`config.mk`:
```
export PLATFORM = sky130hd
export DESIGN_NAME = pwm_ramp_ctrl_flat
export DESIGN_NICKNAME = d
export VERILOG_FILES = /design/src/rtl/pwm_ramp_ctrl_pkg.sv /design/src/rtl/pwm_ramp_ctrl_if.sv /design/src/rtl/pwm_ramp_ctrl_frame_dwell_counter.sv /design/src/rtl/pwm_ramp_ctrl.sv /design/src/flat_wrapper.sv
export SDC_FILE = /design/constraint.sdc
export NUM_CORES = 1
export LEC_CHECK = 0
export CORE_ASPECT_RATIO = 1.2
export CORE_MARGIN = 8
export CORE_UTILIZATION = 40
export DETAILED_ROUTE_END_ITERATION = 10
export HOLD_SLACK_MARGIN = 0.05
export PLACE_DENSITY = 0.71
export SYNTH_ARGS = -nofsm -noshare
export SYNTH_HDL_FRONTEND = slang
export SYNTH_HIERARCHICAL = 1
export SYNTH_SLANG_ARGS = --single-unit
```
`constraint.sdc`:
```
create_clock -name clk -period 5.4 [get_ports clk]
set_input_delay 1.62 -clock clk [delete_from_list [all_inputs] [get_ports clk]]
set_output_delay 1.62 -clock clk [all_outputs]
set_load 0.05 [all_outputs]
```
`src/rtl/pwm_ramp_ctrl_pkg.sv`:
```
// Shared types and constants for the PWM ramp controller and its sub-blocks.
package pwm_ctrl_pkg;

    localparam int R_DEFAULT          = 8;
    localparam int DWELL_BITS_DEFAULT = 8;
    // Full-scale duty (100 %) for the default resolution.
    localparam int DUTY_MAX           = 1 << R_DEFAULT;

    typedef enum logic [1:0] {
        IDLE = 2'd0,
        RAMP = 2'd1,
        DONE = 2'd2
    } state_t;

endpackage

```
`src/rtl/pwm_ramp_ctrl_if.sv`:
```
// Command port of the ramp controller.
// Handshake: a command transfers on a rising clk edge where cmd_valid and
// cmd_ready are both high; the master holds all cmd_* fields stable while
// cmd_valid is high and not yet accepted, and cmd_ready never depends on
// cmd_valid.
interface pwm_ramp_ctrl_if
    import pwm_ctrl_pkg::*;
#(
    parameter int R         = R_DEFAULT,
    parameter int DwellBits = DWELL_BITS_DEFAULT
);
    logic                 cmd_valid;
    logic                 cmd_ready;
    logic [R:0]           cmd_target;
    logic [R-1:0]         cmd_step;
    logic [DwellBits-1:0] cmd_dwell;

    modport master (
        output cmd_valid, cmd_target, cmd_step, cmd_dwell,
        input  cmd_ready
    );

    modport slave (
        input  cmd_valid, cmd_target, cmd_step, cmd_dwell,
        output cmd_ready
    );
endinterface

```
`src/rtl/pwm_ramp_ctrl_frame_dwell_counter.sv`:
```
// Counts PWM frame pulses and flags the pulse on which the dwell count is
// reached; the count then restarts from zero.
module frame_dwell_counter
    import pwm_ctrl_pkg::*;
#(
    parameter int DwellBits = DWELL_BITS_DEFAULT
) (
    input  logic                 clk,
    input  logic                 reset,
    input  logic                 clear,
    input  logic                 frame_sync,
    input  logic [DwellBits-1:0] dwell,
    output logic                 step_now
);
    logic [DwellBits-1:0] count;
    logic [DwellBits:0]   count_next;

    assign count_next = {1'b0, count} + (DwellBits + 1)'(1);
    // >= also makes a zero dwell behave as one frame.
    assign step_now   = frame_sync & ~clear & (count_next >= {1'b0, dwell});

    // Frame counter: held at zero while cleared, wraps when a step fires.
    always_ff @(posedge clk) begin
        if (reset || clear) begin
            count <= '0;
        end else if (frame_sync) begin
            count <= step_now ? '0 : count_next[DwellBits-1:0];
        end
    end
endmodule

```
`src/rtl/pwm_ramp_ctrl.sv`:
```
// Soft-start / slew controller: walks a registered duty toward a commanded
// target in frame-aligned steps so the PWM never sees a mid-period change.
module pwm_ramp_ctrl
    import pwm_ctrl_pkg::*;
#(
    parameter int R         = R_DEFAULT,
    parameter int DwellBits = DWELL_BITS_DEFAULT
) (
    input  logic              clk,
    input  logic              reset,
    input  logic              frame_sync,
    input  logic              abort,
    pwm_ramp_ctrl_if.slave    cmd,
    output logic [R:0]        duty,
    output logic              busy,
    output logic              done,
    output state_t            state
);
    localparam logic [R+1:0] FULL_SCALE = {2'b01, {R{1'b0}}};

    state_t               state_next;
    logic [R:0]           tgt_q;
    logic [R-1:0]         step_q;
    logic [DwellBits-1:0] dwell_q;
    logic                 handshake;
    logic                 step_now;
    logic [R:0]           tgt_sat;
    logic [R:0]           duty_stepped;
    logic [R+1:0]         duty_w, tgt_w, step_w, sum_w, diff_w;

    assign cmd.cmd_ready = (state == IDLE) & ~reset;
    assign handshake     = cmd.cmd_valid & cmd.cmd_ready;
    assign busy          = (state == RAMP);
    assign done          = (state == DONE);
    assign tgt_sat       = ({1'b0, cmd.cmd_target} > FULL_SCALE) ? FULL_SCALE[R:0] : cmd.cmd_target;

    frame_dwell_counter #(.DwellBits(DwellBits)) u_dwell (
        .clk        (clk),
        .reset      (reset),
        .clear      ((state != RAMP) | abort),
        .frame_sync (frame_sync),
        .dwell      (dwell_q),
        .step_now   (step_now)
    );

    // Widened arithmetic so neither direction can wrap or overshoot the target.
    assign duty_w = {1'b0, duty};
    assign tgt_w  = {1'b0, tgt_q};
    assign step_w = {2'b00, step_q};
    assign sum_w  = duty_w + step_w;
    assign diff_w = duty_w - step_w;

    // Next duty one step toward the target, clamped at the target.
    always_comb begin
        duty_stepped = tgt_q;
        if (tgt_w > duty_w) begin
            if (sum_w < tgt_w) duty_stepped = sum_w[R:0];
        end else if (duty_w >= tgt_w + step_w) begin
            duty_stepped = diff_w[R:0];
        end
    end

    // Next-state logic; abort wins over any step in the same cycle.
    always_comb begin
        state_next = state;
        case (state)
            IDLE: if (handshake) state_next = RAMP;
            RAMP: begin
                if (abort)                                    state_next = IDLE;
                else if (duty == tgt_q)                       state_next = DONE;
                else if (step_now && (duty_stepped == tgt_q)) state_next = DONE;
            end
            DONE:    state_next = IDLE;
            default: state_next = IDLE;
        endcase
    end

    // State register.
    always_ff @(posedge clk) begin
        if (reset) state <= IDLE;
        else       state <= state_next;
    end

    // Command latch with zero step/dwell promoted to one.
    always_ff @(posedge clk) begin
        if (reset) begin
            tgt_q   <= '0;
            step_q  <= '0;
            dwell_q <= '0;
        end else if (handshake) begin
            tgt_q   <= tgt_sat;
            step_q  <= (cmd.cmd_step == '0) ? R'(1) : cmd.cmd_step;
            dwell_q <= (cmd.cmd_dwell == '0) ? DwellBits'(1) : cmd.cmd_dwell;
        end
    end

    // Duty register: only moves on a dwell-completing frame while ramping.
    always_ff @(posedge clk) begin
        if (reset) begin
            duty <= '0;
        end else if ((state == RAMP) && !abort && step_now) begin
            duty <= duty_stepped;
        end
    end
endmodule
```
`src/flat_wrapper.sv`:
```
// flat-port wrapper written by rule: the top's interface ports become plain ports
module pwm_ramp_ctrl_flat import pwm_ctrl_pkg::*;
#(
    parameter int R         = R_DEFAULT,
    parameter int DwellBits = DWELL_BITS_DEFAULT
)
  (clk, reset, frame_sync, abort, duty, busy, done, state, cmd_cmd_valid, cmd_cmd_target, cmd_cmd_step, cmd_cmd_dwell, cmd_cmd_ready);
  pwm_ramp_ctrl_if #(.R(R), .DwellBits(DwellBits)) cmd_i ();
  input  logic clk;
  input  logic reset;
  input  logic frame_sync;
  input  logic abort;
  output logic [R:0] duty;
  output logic busy;
  output logic done;
  output state_t state;
  input wire logic [$bits(cmd_i.cmd_valid)-1:0] cmd_cmd_valid;
  input wire logic [$bits(cmd_i.cmd_target)-1:0] cmd_cmd_target;
  input wire logic [$bits(cmd_i.cmd_step)-1:0] cmd_cmd_step;
  input wire logic [$bits(cmd_i.cmd_dwell)-1:0] cmd_cmd_dwell;
  output wire logic [$bits(cmd_i.cmd_ready)-1:0] cmd_cmd_ready;
  assign cmd_i.cmd_valid = cmd_cmd_valid;
  assign cmd_i.cmd_target = cmd_cmd_target;
  assign cmd_i.cmd_step = cmd_cmd_step;
  assign cmd_i.cmd_dwell = cmd_cmd_dwell;
  assign cmd_cmd_ready = cmd_i.cmd_ready;
  pwm_ramp_ctrl #(.R(R), .DwellBits(DwellBits)) u_core (.clk(clk), .reset(reset), .frame_sync(frame_sync), .abort(abort), .cmd(cmd_i), .duty(duty), .busy(busy), .done(done), .state(state));
endmodule
```
Word-level counts from Yosys, hierarchy flattened
Cells that the tools add are included.

Flip-flop bits (word level): 44. Bits of input ports: 30. Output and inout port bits: 14. Word-level logic and storage cells: 50.

$add $sub $neg: 4. $lt $le $gt $ge: 5. Equality and inequality tests: 7. Multiplexer cells: 12. Bitwise logic cells: 7. Reduce and logical (&&, ||, !) cells: 9.

Operators by type and width (count): 2-to-1 mux 9 bit (4); 2-to-1 mux 8 bit (3); adder 9 x 8 -> 10 bit (2); equality test 9 bit (2); logical NOT 8 bit (2); greater-or-equal comparator 9 x 10 -> 1 bit (1); < comparator 10 x 9 -> 1 bit (1); adder 8 x 1 -> 9 bit, second input constant (1); greater-or-equal comparator 9 x 8 -> 1 bit (1); > comparator 9 bit (1); > comparator 9 bit, second input constant (1); subtractor 9 x 8 -> 9 bit (1); 2-to-1 mux 2 bit (4); AND 1 bit (4); != test 2 x 1 -> 1 bit, second input constant (2); != test 4 x 2 -> 1 bit, second input constant (1); case mux 2 bit (2 select lines) (1); logical AND 1 bit (3); equality test 2 x 1 -> 1 bit, second input constant (1); equality test 2 bit, second input constant (1); logical NOT 2 bit (1); NOT 1 bit (2); AND reduction 2 bit (1); logical NOT 1 bit (1); 2 further kinds (2).

Longest topological paths before layout
Gate-level depths: netlist (run 1).

Depth in word-level cells: 10. Mapped depth: 24. Gate-level depth less buffers: 22.

Cells and area by module
The synthesis (run 1) kept the hierarchy.

Modules (own cells, without submodules): pwm_ramp_ctrl (instances 1, cells each 448, area an instance 3515.9 sq um, sequential area each 720.7 sq um); frame_dwell_counter (instances 1, cells each 81, area an instance 679.4 sq um, sequential area each 160.2 sq um).

Worst setup path before layout (run 1)
Ideal clock, no wire load.

Path kind: input to output. Start: input port reset. End: output port cmd_cmd_ready. Arrival time: 2.907 ns. Data required time: 3.780 ns. Path slack: 0.873 ns. Stages: 2. Path buffers: 1. Cell sequence: clkbuf_1 > nor3_1.

Word-level cells in the longest chain between the ends: 2.

Ends and longest elaborated chain: start, declared (RTL line flat_wrapper.sv:10) `input logic reset;`; NOT 1 bit (RTL line pwm_ramp_ctrl.sv:31) `assign cmd.cmd_ready = (state == IDLE) & ~reset;`; AND 1 bit (RTL line pwm_ramp_ctrl.sv:31); end, declared (RTL line flat_wrapper.sv:21) `output wire logic [$bits(cmd_i.cmd_ready)-1:0] cmd_cmd_ready;`.

Every way passes these cells.

Final worst setup path (run 1)
Start: register u_core.tgt_q[1]. End: register u_core.state[0].

Word-level cells in the longest chain between the ends: 8. Elaborated cells between the ends (all ways): 15. Classes of those cells: 1 x add/sub; 3 x order compare; 3 x eq/ne; 6 x mux; 2 x reduce/logical.

Ends and longest elaborated chain: start, declared (RTL line pwm_ramp_ctrl.sv:22) `logic [R:0] tgt_q;`; start signal, assigned (RTL line pwm_ramp_ctrl.sv:91) `tgt_q <= tgt_sat;`; adder 9 x 8 -> 10 bit (RTL line pwm_ramp_ctrl.sv:58) `end else if (duty_w >= tgt_w + step_w) begin`; greater-or-equal comparator 9 x 10 -> 1 bit (RTL line pwm_ramp_ctrl.sv:58); 2-to-1 mux 9 bit (RTL line pwm_ramp_ctrl.sv:58); 2-to-1 mux 9 bit (RTL line pwm_ramp_ctrl.sv:56) `if (tgt_w > duty_w) begin`; equality test 9 bit (RTL line pwm_ramp_ctrl.sv:71) `else if (step_now && (duty_stepped == tgt_q)) state_next = DONE;`; logical AND 1 bit (RTL line pwm_ramp_ctrl.sv:71); != test 4 x 2 -> 1 bit (no source line); AND reduction 2 bit (no source line); end signal, assigned (RTL line pwm_ramp_ctrl.sv:81) `else state <= state_next;`; end, declared (RTL line pwm_ramp_ctrl.sv:17) `output state_t state`.

Several ways; a longest one is shown, not always the timed one. A chain may end at the register's enable or synchronous reset.

==> results.ini, run 1 <==
[cts]
path_clk_slew_ps=60
cts.sink_count=44
insertion_delay_ps=300
cts_hold_buf=0
post_cts_buffers=0
htreeDepth=2
cts_resized=0
cts_inserted_buffers=5
clockBufferDepth=2
cts_tree=built
clockRootBuffer=clkbuf_16

[critical_path]
reg2reg_depth=21
crit_slowest_cell=dfxtp_1
worstPathMaxFanout=9
required_ps=5530
cp_top_family=compound AO/OA/AOI/OAI gates
crit_buf_inv=1
critPathKind=reg -> reg
rrSetupSlack_ps=440
cp-end-kind=flop
arrival_ps=5100
cp_num_cells=21
cpPeakStageDelay_ps=540
cp-start-kind=flop
path_cells=inv_1, fa_1, nor2b_1, o21ai_0, nand2_1, and2_1, o21ai_0, nand2b_1, a21o_1, a21oi_1, xnor2_1, ha_1, nand3_1, o31ai_1, o21bai_4, or2_1, a2bb2oi_2, a311oi_1, nand3_1, a2111oi_2, o31ai_1

[global_routing]
grt_start_max_net_pins=38
grt_pass1_vias=4145
grt-ovfl-total=0
grt_pass1_wl_mm=20.72
grt_antenna_before_repair=0
track_usage_pct=18.60

[finish]
drive_above_1_share_pct=6.360
regArea_um2=880.8
final_area_um2=4927
antennaDiodeCount=0
nFillCells=1050
multi_input_area_um2=3067
utilization_pct=47.55
area_delta_synth_final_pct=17.45
final_cells=695
nNetsFinal=657

[logic_synthesis]
yosys.area.top_type=dfxtp_1
yosys.area_share.adder_pct=19.03
synthTopCellsByCount=ha_1 (59), nand2_1 (47), dfxtp_1 (44)
syn_nets=621
syn_area_um2=4195
synth_seq_cells=44
synthSimpleGateAreaFrac_pct=22.93
async_reset_ff_share_pct=0
ys_seq_area_share_pct=21.00
ys_warn_count=6
synth.top_cells.by_area=dfxtp_1 (21%), ha_1 (18%), a21oi_1 (4.9%), xnor2_1 (4.4%), nand2_1 (4.2%)
synth_top_family_by_area=compound AO/OA/AOI/OAI gates
syn-mean-instance-area_um2=7.931
synth_most_common_cell=ha_1
synth-compound-area-share_pct=24.90
netlist.area_leader.share_pct=21.00
synthMuxAreaShare_pct=0
synth_cells=529
synthXorXnorAreaFrac_pct=6.233
synthDistinctLibCells=70
synth_edf_count=0
synthFlopType=dfxtp_1

[pwr]
p_sw_uw=379.6
pwr-share-clk_pct=33.4
p_int_uw=707.9
ir_drop_uv=126.4
p_seq_share_pct=32.3
swShare_pct=34.91
p_leak_nw=1.988
power_density_nw_per_um2=220.7
power_frac_comb_pct=34.3

[routing]
routedWlPerCell_um=18.73
num_vias=4176
drc=0
dr.pass1.iters=4
drt-total-wl_mm=13.01
via_per_inst=6.009
ant_nets=0
first_iter_violations=282

[flow_run]
maxCapViolations=0

[sta]
finalHoldWorstSlack_ps=462.5
slew_headroom_pct=22.15
fmax_ghz=0.2015
hold_viol=0
grt_setup_unrepaired=no
period_share_pct=91.92
fin_skew_ps=12.86
slew_viol_final=0
min_period_ps=4963
setup_viol=0
final.setup.tns_ps=0
tightest_slew_ps=1168

[place]
post_dp_cell_area_um2=4756
hpwlAfterDp_mm=10.18
io_buffers=43
placedCellCount=687
place_congestion=1.006

[floorplan]
design.core.area_um2=10360
ios=44
start_util_pct=40.49
die_height_um=128.2
dieWidth_um=109.5
num_rows=41
fp.dieArea_um2=14040

[outcome]
outcome=complete, no violations

[min_path]
hold_path.class=reg -> reg
hold-path-cell-count=2

==> power groups by stage <==
| stage | Combinational [mW] | Clock [mW] | Sequential (mW) |
|---|---|---|---|
| after floorplan | 0.258 | 0 | 0.356 |
| after global placement | 0.361 | 0 | 0.358 |
| after detailed placement | 0.363 | 0 | 0.358 |
| after CTS | 0.366 | 0.369 | 0.351 |
| after global routing | 0.402 | 0.385 | 0.352 |
| final | 0.373 | 0.364 | 0.351 |
==> cells in the final DEF, fill, tap and decap left out, types with 4 or more instances in the layout <==
cell              n
a31oi_1           6
clkbuf_16         5
nand2b_1          9
buf_4             7
o22ai_1           7
nand2_1          47
nand3_1          20
inv_1            41
a21o_1           12
nor3_1           16
o21bai_1          4
a211oi_1          9
a21oi_1          41
o221ai_1          4
o31ai_1           8
xnor2_1          21
nor2b_1           9
ha_1             59
o21ai_0          11
o21ai_1           6
clkdlybuf4s50_1  42
nand3b_1         18
xor2_1            7
dfxtp_1          44
nor2_1           41
==> area by class of cell <==
class | count | area share [%]
Timing Repair Buffer | 50 | 10.01
Tap cell | 129 | 3.276
Clock buffer | 5 | 2.539
Sequential cell | 44 | 17.88
Multi-Input combinational cell | 423 | 62.24
Inverter | 41 | 3.123
Clock inverter | 3 | 0.9396
==> cells by family after synthesis <==
family                     count (synthesis)
adders and majority gates                 62
AOI/OAI and AO/OA                        145
xor gates and xnor gates                  29
DFF                                       44
buffers and inverters                     62
and+or+nand+nor                          187
==> through the flow <==
| step | setup WS [ps] | power, mW |
|---|---|---|
| finish | 436.6 | 1.088 |
| global route | 62.63 | 1.140 |
| CTS | 500.2 | 1.085 |
| detailed placement | 540.9 | 0.7211 |
| global placement | 594.9 | 0.7182 |
| floorplan | 873.2 | 0.6147 |
==> worst register-to-register path: stages (launching register included) <==
cell and delay (ps):
dfxtp_1 540, inv_1 230, fa_1 490, nor2b_1 110
o21ai_0 70, nand2_1 140, and2_1 140, o21ai_0 80
nand2b_1 120, a21o_1 120, a21oi_1 70, xnor2_1 140
ha_1 300, nand3_1 130, o31ai_1 410, o21bai_4 120
or2_1 390, a2bb2oi_2 240, a311oi_1 300, nand3_1 140
a2111oi_2 440, o31ai_1 120
==> worst paths after layout <==
check | start | to
max | u_core/tgt_q[1] | u_core/state[0]
min | u_core/dwell_q[1] | u_core/dwell_q[1]
max reg2reg | u_core/tgt_q[1] | u_core/state[0]
min reg2reg | u_core/dwell_q[1] | u_core/dwell_q[1]
==> metal layers <==
metal	vias to the layer above	share of wire (%)	track usage, %
met5	-	0	0
met2	179	49	32.16
met3	41	6.5	2.918
met1	1971	41	21.74
met4	0	3.8	8.360
li1	1985	-	-
==> flip-flops by register name, summed over array words and instances, names as in the netlist <==
| register | cells |
|---|---|
| u_core/tgt_q | 9 |
| u_core/step_q | 8 |
| u_core/dwell_q | 8 |
| u_core/state | 2 |
| u_core/duty | 9 |
| u_core/u_dwell/count | 8 |
Power figures use the tool's default switching activity.
==> inputs of run 2 (changes only) <==
--- a/config.mk
+++ b/config.mk
@@ -13,5 +13,4 @@
 export PLACE_DENSITY = 0.71
 export SYNTH_ARGS = -nofsm -noshare
 export SYNTH_HDL_FRONTEND = slang
-export SYNTH_HIERARCHICAL = 1
 export SYNTH_SLANG_ARGS = --single-unit
==> run 2 against run 1 <==
Net effect:
- combinational power up 13%
- cell area down 5.2%
- non-clock buffer count down 3
- die area down 5.1%
==> results.ini, run 2 <==
[outcome]
outcome=complete, no violations

[critical_path]
cp-start-kind=flop
required_ps=5570  ; +40 ps
worstPathMaxFanout=16  ; +7
cp-end-kind=flop
critPathKind=reg -> reg
arrival_ps=4780  ; -320 ps

[finish]
area_delta_synth_final_pct=18.31
layout_common_cells=ha_1 (59), a21oi_1 (48), inv_1 (47), dfxtp_1 (44), nand2_1 (43)
final_common_cell=ha_1
drive_above_1_share_pct=4.453  ; -1.9 points
antennaDiodeCount=0  ; unchanged
reg_top3=u_core.duty (9), u_core.tgt_q (9)
nNetsFinal=630  ; -4.1%
final_cells=662  ; -4.7%

[sta]
final.setup.tns_ps=0  ; unchanged
fmax_ghz=0.2170  ; +7.7%
slew_headroom_pct=46.18  ; +24 points
slew_viol_final=0  ; unchanged
fin_skew_ps=13.98  ; +1.117 ps
grt_setup_unrepaired=no
hold_viol=0  ; unchanged
min_period_ps=4609  ; -354.9 ps
setup_viol=0  ; unchanged
period_share_pct=85.34  ; -6.6 points
tightest_slew_ps=807.4  ; -360.4 ps

[pwr]
p_sw_uw=418.0  ; +10%
power_density_nw_per_um2=246.5  ; +12%
finalPower_mw=1.152  ; +5.9%
swShare_pct=36.29  ; +1.4 points
p_leak_nw=1.945  ; -2.2%
power_frac_comb_pct=36.7  ; +2.4 points
p_seq_share_pct=31.4  ; -0.9 points
pwr-share-clk_pct=32.0  ; -1.4 points
p_int_uw=733.8  ; +3.7%
ir_drop_uv=195.4  ; +55%

[place]
place_congestion=0.9482  ; -5.8%
hpwlAfterDp_mm=9.153  ; -10%
io_buffers=43  ; unchanged
placedCellCount=654  ; -4.8%

[global_routing]
grt_pass1_wl_mm=19.33  ; -6.7%
grt_start_max_net_pins=36  ; -5.3%
grt-ovfl-total=0  ; unchanged
track_usage_pct=17.83  ; -0.77 points
grt_antenna_before_repair=0  ; unchanged
grt_pass1_vias=3836  ; -7.5%

[logic_synthesis]
syn_area_um2=3949  ; -5.9%
synth_seq_cells=44  ; unchanged
synthTopCellsByCount=ha_1 (59), a21oi_1 (48), inv_1 (47)
synthFlopType=dfxtp_1
synthDistinctLibCells=57  ; -19%
netlist.area_leader.share_pct=22.31  ; +1.3 points
ys_seq_area_share_pct=22.31  ; +1.3 points
syn-mean-instance-area_um2=7.819  ; -1.4%
syn_nets=597  ; -3.9%
ys_warn_count=0  ; -6
yosys.area.top_type=dfxtp_1
synth.top_cells.by_area=dfxtp_1 (22%), ha_1 (19%), a21oi_1 (6.1%), xnor2_1 (4.7%), o31ai_1 (4.6%)
synth_cells=505  ; -4.5%
synth_most_common_cell=ha_1
synth_edf_count=0  ; unchanged
async_reset_ff_share_pct=0  ; unchanged

[routing]
ant_nets=0  ; unchanged
routedWlPerCell_um=17.57  ; -6.2%
drc=0  ; unchanged
dr.pass1.iters=5  ; +1
drt-total-wl_mm=11.63  ; -11%
num_vias=3824  ; -8.4%
first_iter_violations=402  ; +43%
via_per_inst=5.776  ; -3.9%

[flow_run]
maxCapViolations=0  ; unchanged

[floorplan]
fp.dieArea_um2=13320  ; -5.1%
ios=44  ; unchanged
design.core.area_um2=9564  ; -7.7%
num_rows=39  ; -4.9%
die_height_um=124.8  ; -2.6%
dieWidth_um=106.7  ; -2.5%
start_util_pct=41.29  ; +0.80 points

[cts]
clockRootBuffer=clkbuf_16
cts_hold_buf=0  ; unchanged
cts_resized=0  ; unchanged
htreeDepth=2  ; unchanged
post_cts_buffers=0  ; unchanged
cts_inserted_buffers=5  ; unchanged
path_clk_slew_ps=80  ; +20 ps
cts_tree=built
clockBufferDepth=2  ; unchanged
cts.sink_count=44  ; unchanged
insertion_delay_ps=310  ; about the same

[min_path]
hold_path.class=reg -> reg

[run 2: layout make-up]
| class | instances | area, um2 |
|---|---|---|
| fillers | 936 | 4892 |
| multi-input cells | 386 | 2780 |
| flip-flops and latches | 44 | 880.8 |
| repair buffers | 47 | 483.0 |
| inverters | 54 | 202.7 |
| well taps | 123 | 153.9 |
| clock buffers | 5 | 125.1 |
| clock inverters | 3 | 46.29 |
[run 2: layer usage]
layer,global-route usage [%],share of wire [%],vias up
met5,0,0,-
met4,5.809,2.0,0
met3,3.157,4.7,18
met2,30.93,51,114
met1,21.37,42,1816
li1,-,-,1876
[run 2: final timing paths]
check | depth (start not counted) | to | slack [ps] | startpoint
max reg2reg | 16 | u_core.state[1] | 790 | u_core.duty[0]
max | 16 | u_core.state[1] | 790 | u_core.duty[0]
min reg2reg | 2 | u_core.dwell_q[3] | 480 | u_core.dwell_q[3]
min | 2 | u_core.dwell_q[3] | 480 | u_core.dwell_q[3]
[run 2: through the flow]
step	utilization [%]	hold WS, ps	instance area [um2]	worst slack, ps
CTS	48.85	482.5	4672	863.3
global placement	47.06	465.3	4501	1027
detailed placement	47.06	467.9	4501	880.8
global route	48.85	500.3	4672	520.4
floorplan	-	452.9	3949	855.3
finish	48.85	480.4	4672	791.4
[run 2: logic make-up (layout without fill, tap and decap cells)]
| logic type | Yosys count | after routing | share of synthesized area [%] |
|---|---|---|---|
| AOI/OAI and AO/OA | 148 | 148 | 24.65 |
| and+or+nand+nor | 144 | 144 | 18.19 |
| buffers and inverters | 75 | 109 | 7.446 |
| adders and majority gates | 62 | 62 | 20.22 |
| DFF | 44 | 44 | 22.31 |
| xor gates and xnor gates | 30 | 30 | 6.654 |
| muxes | 2 | 2 | 0.5386 |
[run 2: critical path: stages (launching register included)]
cell and delay, ps:
dfxtp_1 360, ha_1 240, fa_1 420, a21oi_1 240
o211ai_1 220, a221oi_1 580, xnor2_1 190, ha_1 260
a21oi_1 130, o31ai_1 80, nor3_1 180, nand3_1 500
and2_4 400, o41ai_2 330, o31ai_1 120, nand4_1 130
a21oi_1 80
[run 2: power by group through the flow]
| stage | Clock (mW) | Combinational, mW | Sequential [mW] |
|---|---|---|---|
| 2_1_floorplan | 0 | 0.295 | 0.368 |
| 3_3_place_gp | 0 | 0.409 | 0.367 |
| 3_5_place_dp | 0 | 0.414 | 0.368 |
| 4_1_cts | 0.369 | 0.417 | 0.361 |
| 5_1_grt | 0.382 | 0.461 | 0.363 |
| 6_report | 0.368 | 0.422 | 0.361 |
==> inputs of run 3 (changes only) <==
--- a/config.mk
+++ b/config.mk
@@ -9,6 +9,7 @@
 export CORE_MARGIN = 8
 export CORE_UTILIZATION = 40
 export DETAILED_ROUTE_END_ITERATION = 10
+export GPL_TIMING_DRIVEN = 1
 export HOLD_SLACK_MARGIN = 0.05
 export PLACE_DENSITY = 0.71
 export SYNTH_ARGS = -nofsm -noshare
==> results of run 3 <==
Final layout, timing and power as in run 2 (identical DEF).
